## src/rtl/bmp_rgb565_unpack.sv

```systemverilog
// Parses a 24-bit BMP header from a 16-bit word stream, skips to the pixel array,
// drops row padding and emits one RGB565 strobe per pixel in file order.
module bmp_rgb565_unpack #(
    parameter int unsigned MAX_W = 1920,
    parameter int unsigned MAX_H = 1080
) (
    input  logic        clk,
    input  logic        rst_n,
    input  logic        start,
    input  logic        in_valid,
    input  logic [15:0] in_data,
    output logic        out_valid,
    output logic [15:0] out_data,
    output logic [15:0] img_width,
    output logic [15:0] img_height,
    output logic        hdr_valid,
    output logic        busy,
    output logic        done,
    output logic [1:0]  err
);

    typedef enum logic [2:0] {
        S_IDLE,
        S_HEADER,
        S_SKIP,
        S_PIXEL,
        S_PAD,
        S_DONE,
        S_ERROR
    } state_t;

    state_t      state, state_nxt;

    logic [7:0]  pend_byte;
    logic        pend_valid;
    logic        byte_valid;
    logic [7:0]  cur_byte;

    logic [15:0] bcnt;
    logic [7:0]  sig0_q, sig1_q;
    logic [31:0] offset_q, width_q, height_q, comp_q;
    logic [15:0] bpp_q;
    logic [1:0]  hdr_code;

    logic [1:0]  phase;
    logic [4:0]  blue_q;
    logic [5:0]  green_q;
    logic [10:0] col_cnt;
    logic [1:0]  pad_cnt;
    logic [21:0] pix_cnt, pix_total;
    logic        row_end, last_pix;

    // The high byte is used in the in_valid cycle, the latched low byte the cycle after.
    assign byte_valid = in_valid | pend_valid;
    assign cur_byte   = in_valid ? in_data[15:8] : pend_byte;

    assign pix_total = {11'd0, width_q[10:0]} * {11'd0, height_q[10:0]};
    assign row_end   = (col_cnt + 11'd1) == width_q[10:0];
    assign last_pix  = (pix_cnt + 22'd1) == pix_total;

    always_comb begin
        hdr_code = 2'd0;
        if (sig0_q != 8'h42 || sig1_q != 8'h4D)
            hdr_code = 2'd1;
        else if (bpp_q != 16'd24 || comp_q != 32'd0)
            hdr_code = 2'd2;
        else if (offset_q < 32'd54 || offset_q[31:16] != 16'd0 ||
                 width_q == 32'd0 || height_q == 32'd0 ||
                 width_q > MAX_W || height_q > MAX_H)
            hdr_code = 2'd3;
    end

    always_ff @(posedge clk) begin
        if (!rst_n)
            state <= S_IDLE;
        else
            state <= state_nxt;
    end

    always_comb begin
        state_nxt = state;
        if (start) begin
            state_nxt = S_HEADER;
        end else if (byte_valid) begin
            case (state)
                S_HEADER:
                    if (bcnt == 16'd53) begin
                        if (hdr_code != 2'd0)
                            state_nxt = S_ERROR;
                        else if (offset_q > 32'd54)
                            state_nxt = S_SKIP;
                        else
                            state_nxt = S_PIXEL;
                    end
                S_SKIP:
                    if (bcnt == offset_q[15:0] - 16'd1)
                        state_nxt = S_PIXEL;
                S_PIXEL:
                    if (phase == 2'd2) begin
                        if (last_pix)
                            state_nxt = S_DONE;
                        else if (row_end && width_q[1:0] != 2'd0)
                            state_nxt = S_PAD;
                    end
                S_PAD:
                    if (pad_cnt == width_q[1:0] - 2'd1)
                        state_nxt = S_PIXEL;
                default: ;
            endcase
        end
    end

    always_comb begin
        busy = (state == S_HEADER) || (state == S_SKIP) ||
               (state == S_PIXEL)  || (state == S_PAD);
        done = (state == S_DONE);
    end

    // Header fields are shifted in from the top so four little-endian bytes land in order.
    always_ff @(posedge clk) begin
        if (!rst_n || start) begin
            pend_byte  <= 8'd0;
            pend_valid <= 1'b0;
            bcnt       <= 16'd0;
            sig0_q     <= 8'd0;
            sig1_q     <= 8'd0;
            offset_q   <= 32'd0;
            width_q    <= 32'd0;
            height_q   <= 32'd0;
            comp_q     <= 32'd0;
            bpp_q      <= 16'd0;
            phase      <= 2'd0;
            blue_q     <= 5'd0;
            green_q    <= 6'd0;
            col_cnt    <= 11'd0;
            pad_cnt    <= 2'd0;
            pix_cnt    <= 22'd0;
            out_valid  <= 1'b0;
            out_data   <= 16'd0;
            img_width  <= 16'd0;
            img_height <= 16'd0;
            hdr_valid  <= 1'b0;
            err        <= 2'd0;
        end else begin
            pend_valid <= in_valid;
            if (in_valid)
                pend_byte <= in_data[7:0];
            out_valid <= 1'b0;
            if (byte_valid) begin
                case (state)
                    S_HEADER: begin
                        bcnt <= bcnt + 16'd1;
                        if (bcnt == 16'd0) sig0_q <= cur_byte;
                        if (bcnt == 16'd1) sig1_q <= cur_byte;
                        if (bcnt >= 16'd10 && bcnt <= 16'd13) offset_q <= {cur_byte, offset_q[31:8]};
                        if (bcnt >= 16'd18 && bcnt <= 16'd21) width_q  <= {cur_byte, width_q[31:8]};
                        if (bcnt >= 16'd22 && bcnt <= 16'd25) height_q <= {cur_byte, height_q[31:8]};
                        if (bcnt >= 16'd28 && bcnt <= 16'd29) bpp_q    <= {cur_byte, bpp_q[15:8]};
                        if (bcnt >= 16'd30 && bcnt <= 16'd33) comp_q   <= {cur_byte, comp_q[31:8]};
                        if (bcnt == 16'd53) begin
                            if (hdr_code == 2'd0) begin
                                hdr_valid  <= 1'b1;
                                img_width  <= width_q[15:0];
                                img_height <= height_q[15:0];
                            end else begin
                                err <= hdr_code;
                            end
                        end
                    end
                    S_SKIP:
                        bcnt <= bcnt + 16'd1;
                    S_PIXEL: begin
                        case (phase)
                            2'd0: begin
                                blue_q <= cur_byte[7:3];
                                phase  <= 2'd1;
                            end
                            2'd1: begin
                                green_q <= cur_byte[7:2];
                                phase   <= 2'd2;
                            end
                            default: begin
                                out_valid <= 1'b1;
                                out_data  <= {cur_byte[7:3], green_q, blue_q};
                                phase     <= 2'd0;
                                pix_cnt   <= pix_cnt + 22'd1;
                                pad_cnt   <= 2'd0;
                                col_cnt   <= row_end ? 11'd0 : col_cnt + 11'd1;
                            end
                        endcase
                    end
                    S_PAD:
                        pad_cnt <= pad_cnt + 2'd1;
                    default: ;
                endcase
            end
        end
    end

endmodule

```

## config.mk

```make
export PLATFORM = sky130hd
export DESIGN_NAME = bmp_rgb565_unpack
export DESIGN_NICKNAME = d
export VERILOG_FILES = /design/src/rtl/bmp_rgb565_unpack.sv
export SDC_FILE = /design/constraint.sdc
export NUM_CORES = 1
export LEC_CHECK = 0
export ABC_CLOCK_PERIOD_IN_PS = 8630
export CAP_MARGIN = 5
export CORE_MARGIN = 2
export CORE_UTILIZATION = 65
export CTS_BUF_LIST = sky130_fd_sc_hd__clkbuf_16
export DETAILED_ROUTE_END_ITERATION = 10
export GPL_ROUTABILITY_DRIVEN = 1
export GPL_TIMING_DRIVEN = 0
export PLACE_DENSITY = 0.83
export SYNTH_ARGS = -nofsm -noshare
export SYNTH_HDL_FRONTEND = slang
export SYNTH_SLANG_ARGS = --single-unit
export TNS_END_PERCENT = 20
```

## constraint.sdc

```tcl
create_clock -name clk -period 8.63 [get_ports clk]
set_input_delay 1.2945 -clock clk [delete_from_list [all_inputs] [get_ports clk]]
set_output_delay 1.2945 -clock clk [all_outputs]
set_load 0.005 [all_outputs]
```

==> run_results.csv <==
group,metric,value,unit
pwr,switching_share,0.233,
clock_network,cts_buffer_depth,3,
place,dp_hpwl,34.4,mm
worst_setup_path,cp-end-kind,"flop",
clock_network,htreeDepth,1,
pwr,power.density,139,mW/mm^2
sta,max_freq,145,MHz
routing,avgRoutedWirePerCell,18.4,um
sta,hold_viol_final,0,
sta,worst_slew_pin_slew,865,ps
yosys,synthArstFlopShare,0,
place,pre_cts_slack,1760,ps
global_route,grt_max_degree,18,
worst_setup_path,startpoint_type,"flop",
clock_network,cts_root_buf,"clkbuf_16",
final_layout,nFillCells,1959,
floorplan,core,0.0258,mm^2
sta,fin_setup_tns,0,ps
yosys,synth_warnings,0,
worst_setup_path,cp.required,9070,ps
pwr,switchingPower,614,uW
yosys,synthCells,2051,
worst_setup_path,cp_max_fo,10,
yosys,syn-cell-area,0.0169,mm^2
floorplan,rows,59,
yosys,synth_edf_count,0,
hold_path,hold_class,"flop to flop",
routing,finalWirelength,46.2,mm
sta,period_needed,6900,ps
final_layout,finalNetCount,2324,
clock_network,clk_pin_slew,60,ps
sta,setup_ws,1730,ps
outcome,status,"finished, final reports clean",
worst_setup_path,reg2reg_slack,1730,ps
yosys,synth_commonest_cells,"nand2_1, dfxtp_1, nor2_1",
yosys,synth_nets,2220,
routing,drc,0,
global_route,antenna_found_initial,0,
sta,maxSlewViolCount,0,
pwr,leakage,6.84,nW
routing,dr_total_vias,15100,
clock_network,postCtsResizedCells,0,
sta,period_share,0.800,
yosys,netlist-cell-type-count,80,
routing,first_pass_iters,5,
place,portBuffers,72,
floorplan,die_area,0.0273,mm^2
run,drv_cap,0,
clock_network,numCtsBuffers,30,
floorplan,start_util,0.656,
yosys,synth.yosys.seq_area_share,0.341,
yosys,netlist.area_leader.share,0.341,
place,gp_congestion,0.949,
pwr,vdd_drop_max,0.238,mV
clock_network,clk-insertion-delay-late,590,ps
yosys,synthMostInstantiatedCell,"nand2_1",
worst_setup_path,path_class,"flop to flop",
clock_network,postCtsSetupRepairBufs,0,
yosys,synthFlopType,"dfxtp_1",
floorplan,ios,74,
hold_path,holdPathStages,2,
clock_network,cts_tree,"done",
final_layout,syn_to_final_growth,12.3,%
floorplan,die_width,165,um
pwr,internal_power,2.02,mW
sta,rsz0062_at_grt,"no",
sta,final-setup-viol-count,0,
worst_setup_path,path_common_cell,"fa_1",
worst_setup_path,worstPathArrival,7340,ps
global_route,overflow,0,
sta,clock_skew,49.3,ps
global_route,grt_pass1_vias,14400,
worst_setup_path,reg2reg_depth,19,
yosys,synth.avg_cell_area,8.24,um^2
global_route,grt_first_pass_wirelength,73.4,mm
yosys,ys_ff_latch,288,
yosys,yosysTopAreaCell,"dfxtp_1",
routing,vias_per_cell,6.00,
final_layout,final_util,0.737,
floorplan,die_h,165,um
clock_network,hold_buffers,0,
routing,postRouteAntennaNets,0,
yosys,synth_area_leaders,"dfxtp_1, fa_1, nand2_1",
sta,slew_headroom,0.423,
routing,drt_iter0_drc,1444,
clock_network,cts.sinks,288,
worst_setup_path,critPathMaxStageDelay,560,ps
final_layout,diodes,0,
pwr,clkPwrFrac,0.466,
pwr,combPwrFrac,0.028,
worst_setup_path,crit_chain,"clkbuf_1 > clkbuf_1 > nand2_1 > fa_1 > fa_1 > fa_1 > fa_1 > fa_1 > inv_1 > ha_1 > clkbuf_1 > a21oi_1 > a21boi_0 > or2_2 > o31ai_1 > xnor2_1 > nand4_1 > or4_4 > o21ba_2",
final_layout,layout-drive-gt1-share,0.0427,
pwr,seq_power_share,0.506,
global_route,grt_use_total,0.337,
worst_setup_path,slowest_stage,"clkbuf_1",
## layer usage
metal / share of wire / GRT usage
met1: 0.41 / 0.440
met2: 0.47 / 0.575
met3: 0.070 / 0.0395
met4: 0.042 / 0.129
met5: 0 / 0
## cells in the final DEF (no fill, tap or decap), types with 33 or more instances in the layout
cell type | Yosys | layout
a211oi_1 | 66 | 66
a21oi_1 | 167 | 167
and2_1 | 70 | 70
clkbuf_1 | 104 | 104
clkdlybuf4s50_1 | 0 | 72
dfxtp_1 | 288 | 288
fa_1 | 80 | 80
ha_1 | 69 | 69
inv_1 | 101 | 106
mux2i_1 | 43 | 43
nand2_1 | 389 | 389
nand3_1 | 33 | 33
nor2_1 | 178 | 178
nor3_1 | 34 | 34
nor4_1 | 48 | 48
o21ai_0 | 39 | 39
xnor2_1 | 69 | 69
xor2_1 | 40 | 40
## layout make-up
class | instances | area [um^2] | share of cell area
Multi-Input combinational cell | 1532 | 10200 | 0.535
Tap cell | 335 | 419 | 0.0221
Clock inverter | 26 | 188 | 0.00989
Sequential cell | 288 | 5770 | 0.304
Timing Repair Buffer | 72 | 721 | 0.0380
Buffer | 130 | 608 | 0.0320
Inverter | 101 | 379 | 0.0200
Clock buffer | 30 | 751 | 0.0395
## logic make-up (layout without fill, tap and decap cells)
| logic type | Yosys count | count (layout) | synth area share |
|---|---|---|---|
| xor gates and xnor gates | 109 | 109 | 0.0565 |
| muxes | 44 | 44 | 0.0261 |
| and+or+nand+nor | 889 | 889 | 0.249 |
| AOI/OAI and AO/OA | 341 | 341 | 0.123 |
| DFF | 288 | 288 | 0.341 |
| adders and majority gates | 149 | 149 | 0.146 |
| buffers and inverters | 231 | 359 | 0.0584 |
## path summary, 6_finish.rpt
check,startpoint,to
worst max-delay path,width_q[0],state[1]
worst min-delay path,comp_q[2],comp_q[2]
worst max register to register,width_q[0],state[1]
worst min register to register,comp_q[2],comp_q[2]
## worst max-delay path: cells and delay by family (launching register included)
family	cells	cell delay [ps]
AO/OA/AOI/OAI	4	890
XOR/XNOR	1	170
adder cells (fa/ha/maj)	6	2920
buffers and inverters	4	1370
flip-flops	1	310
AND/OR/NAND/NOR	4	1130
## power groups by stage
stage | Sequential [mW] | Clock, mW | Combinational [mW]
2_1_floorplan | 1.36 | 0 | 0.0406
3_3_place_gp | 1.36 | 0 | 0.0713
3_5_place_dp | 1.36 | 0 | 0.0726
4_1_cts | 1.33 | 1.24 | 0.0730
5_1_grt | 1.33 | 1.29 | 0.0787
6_report | 1.33 | 1.23 | 0.0743
## registers in the layout, summed over array words and instances (netlist names), 6 cells and up
| name | count |
|---|---|
| offset_q | 32 |
| img_width | 16 |
| sig0_q | 8 |
| bcnt | 16 |
| out_data | 16 |
| pix_cnt | 22 |
| width_q | 32 |
| pend_byte | 8 |
| bpp_q | 16 |
| height_q | 32 |
| sig1_q | 8 |
| comp_q | 32 |
| green_q | 6 |
| img_height | 16 |
| col_cnt | 11 |
## per-stage QoR
step / power (mW) / area (um^2) / hold WS [ps] / std cells
after floorplan: 1.40 / 16900 / 427 / 2051
after global placement: 1.43 / 18000 / 434 / 2458
after detailed placement: 1.44 / 18000 / 443 / 2458
after CTS: 2.64 / 19000 / 450 / 2514
after global routing: 2.70 / 19000 / 469 / 2514
final: 2.64 / 19000 / 456 / 2514
No activity file was read; power rests on OpenSTA's default activity.
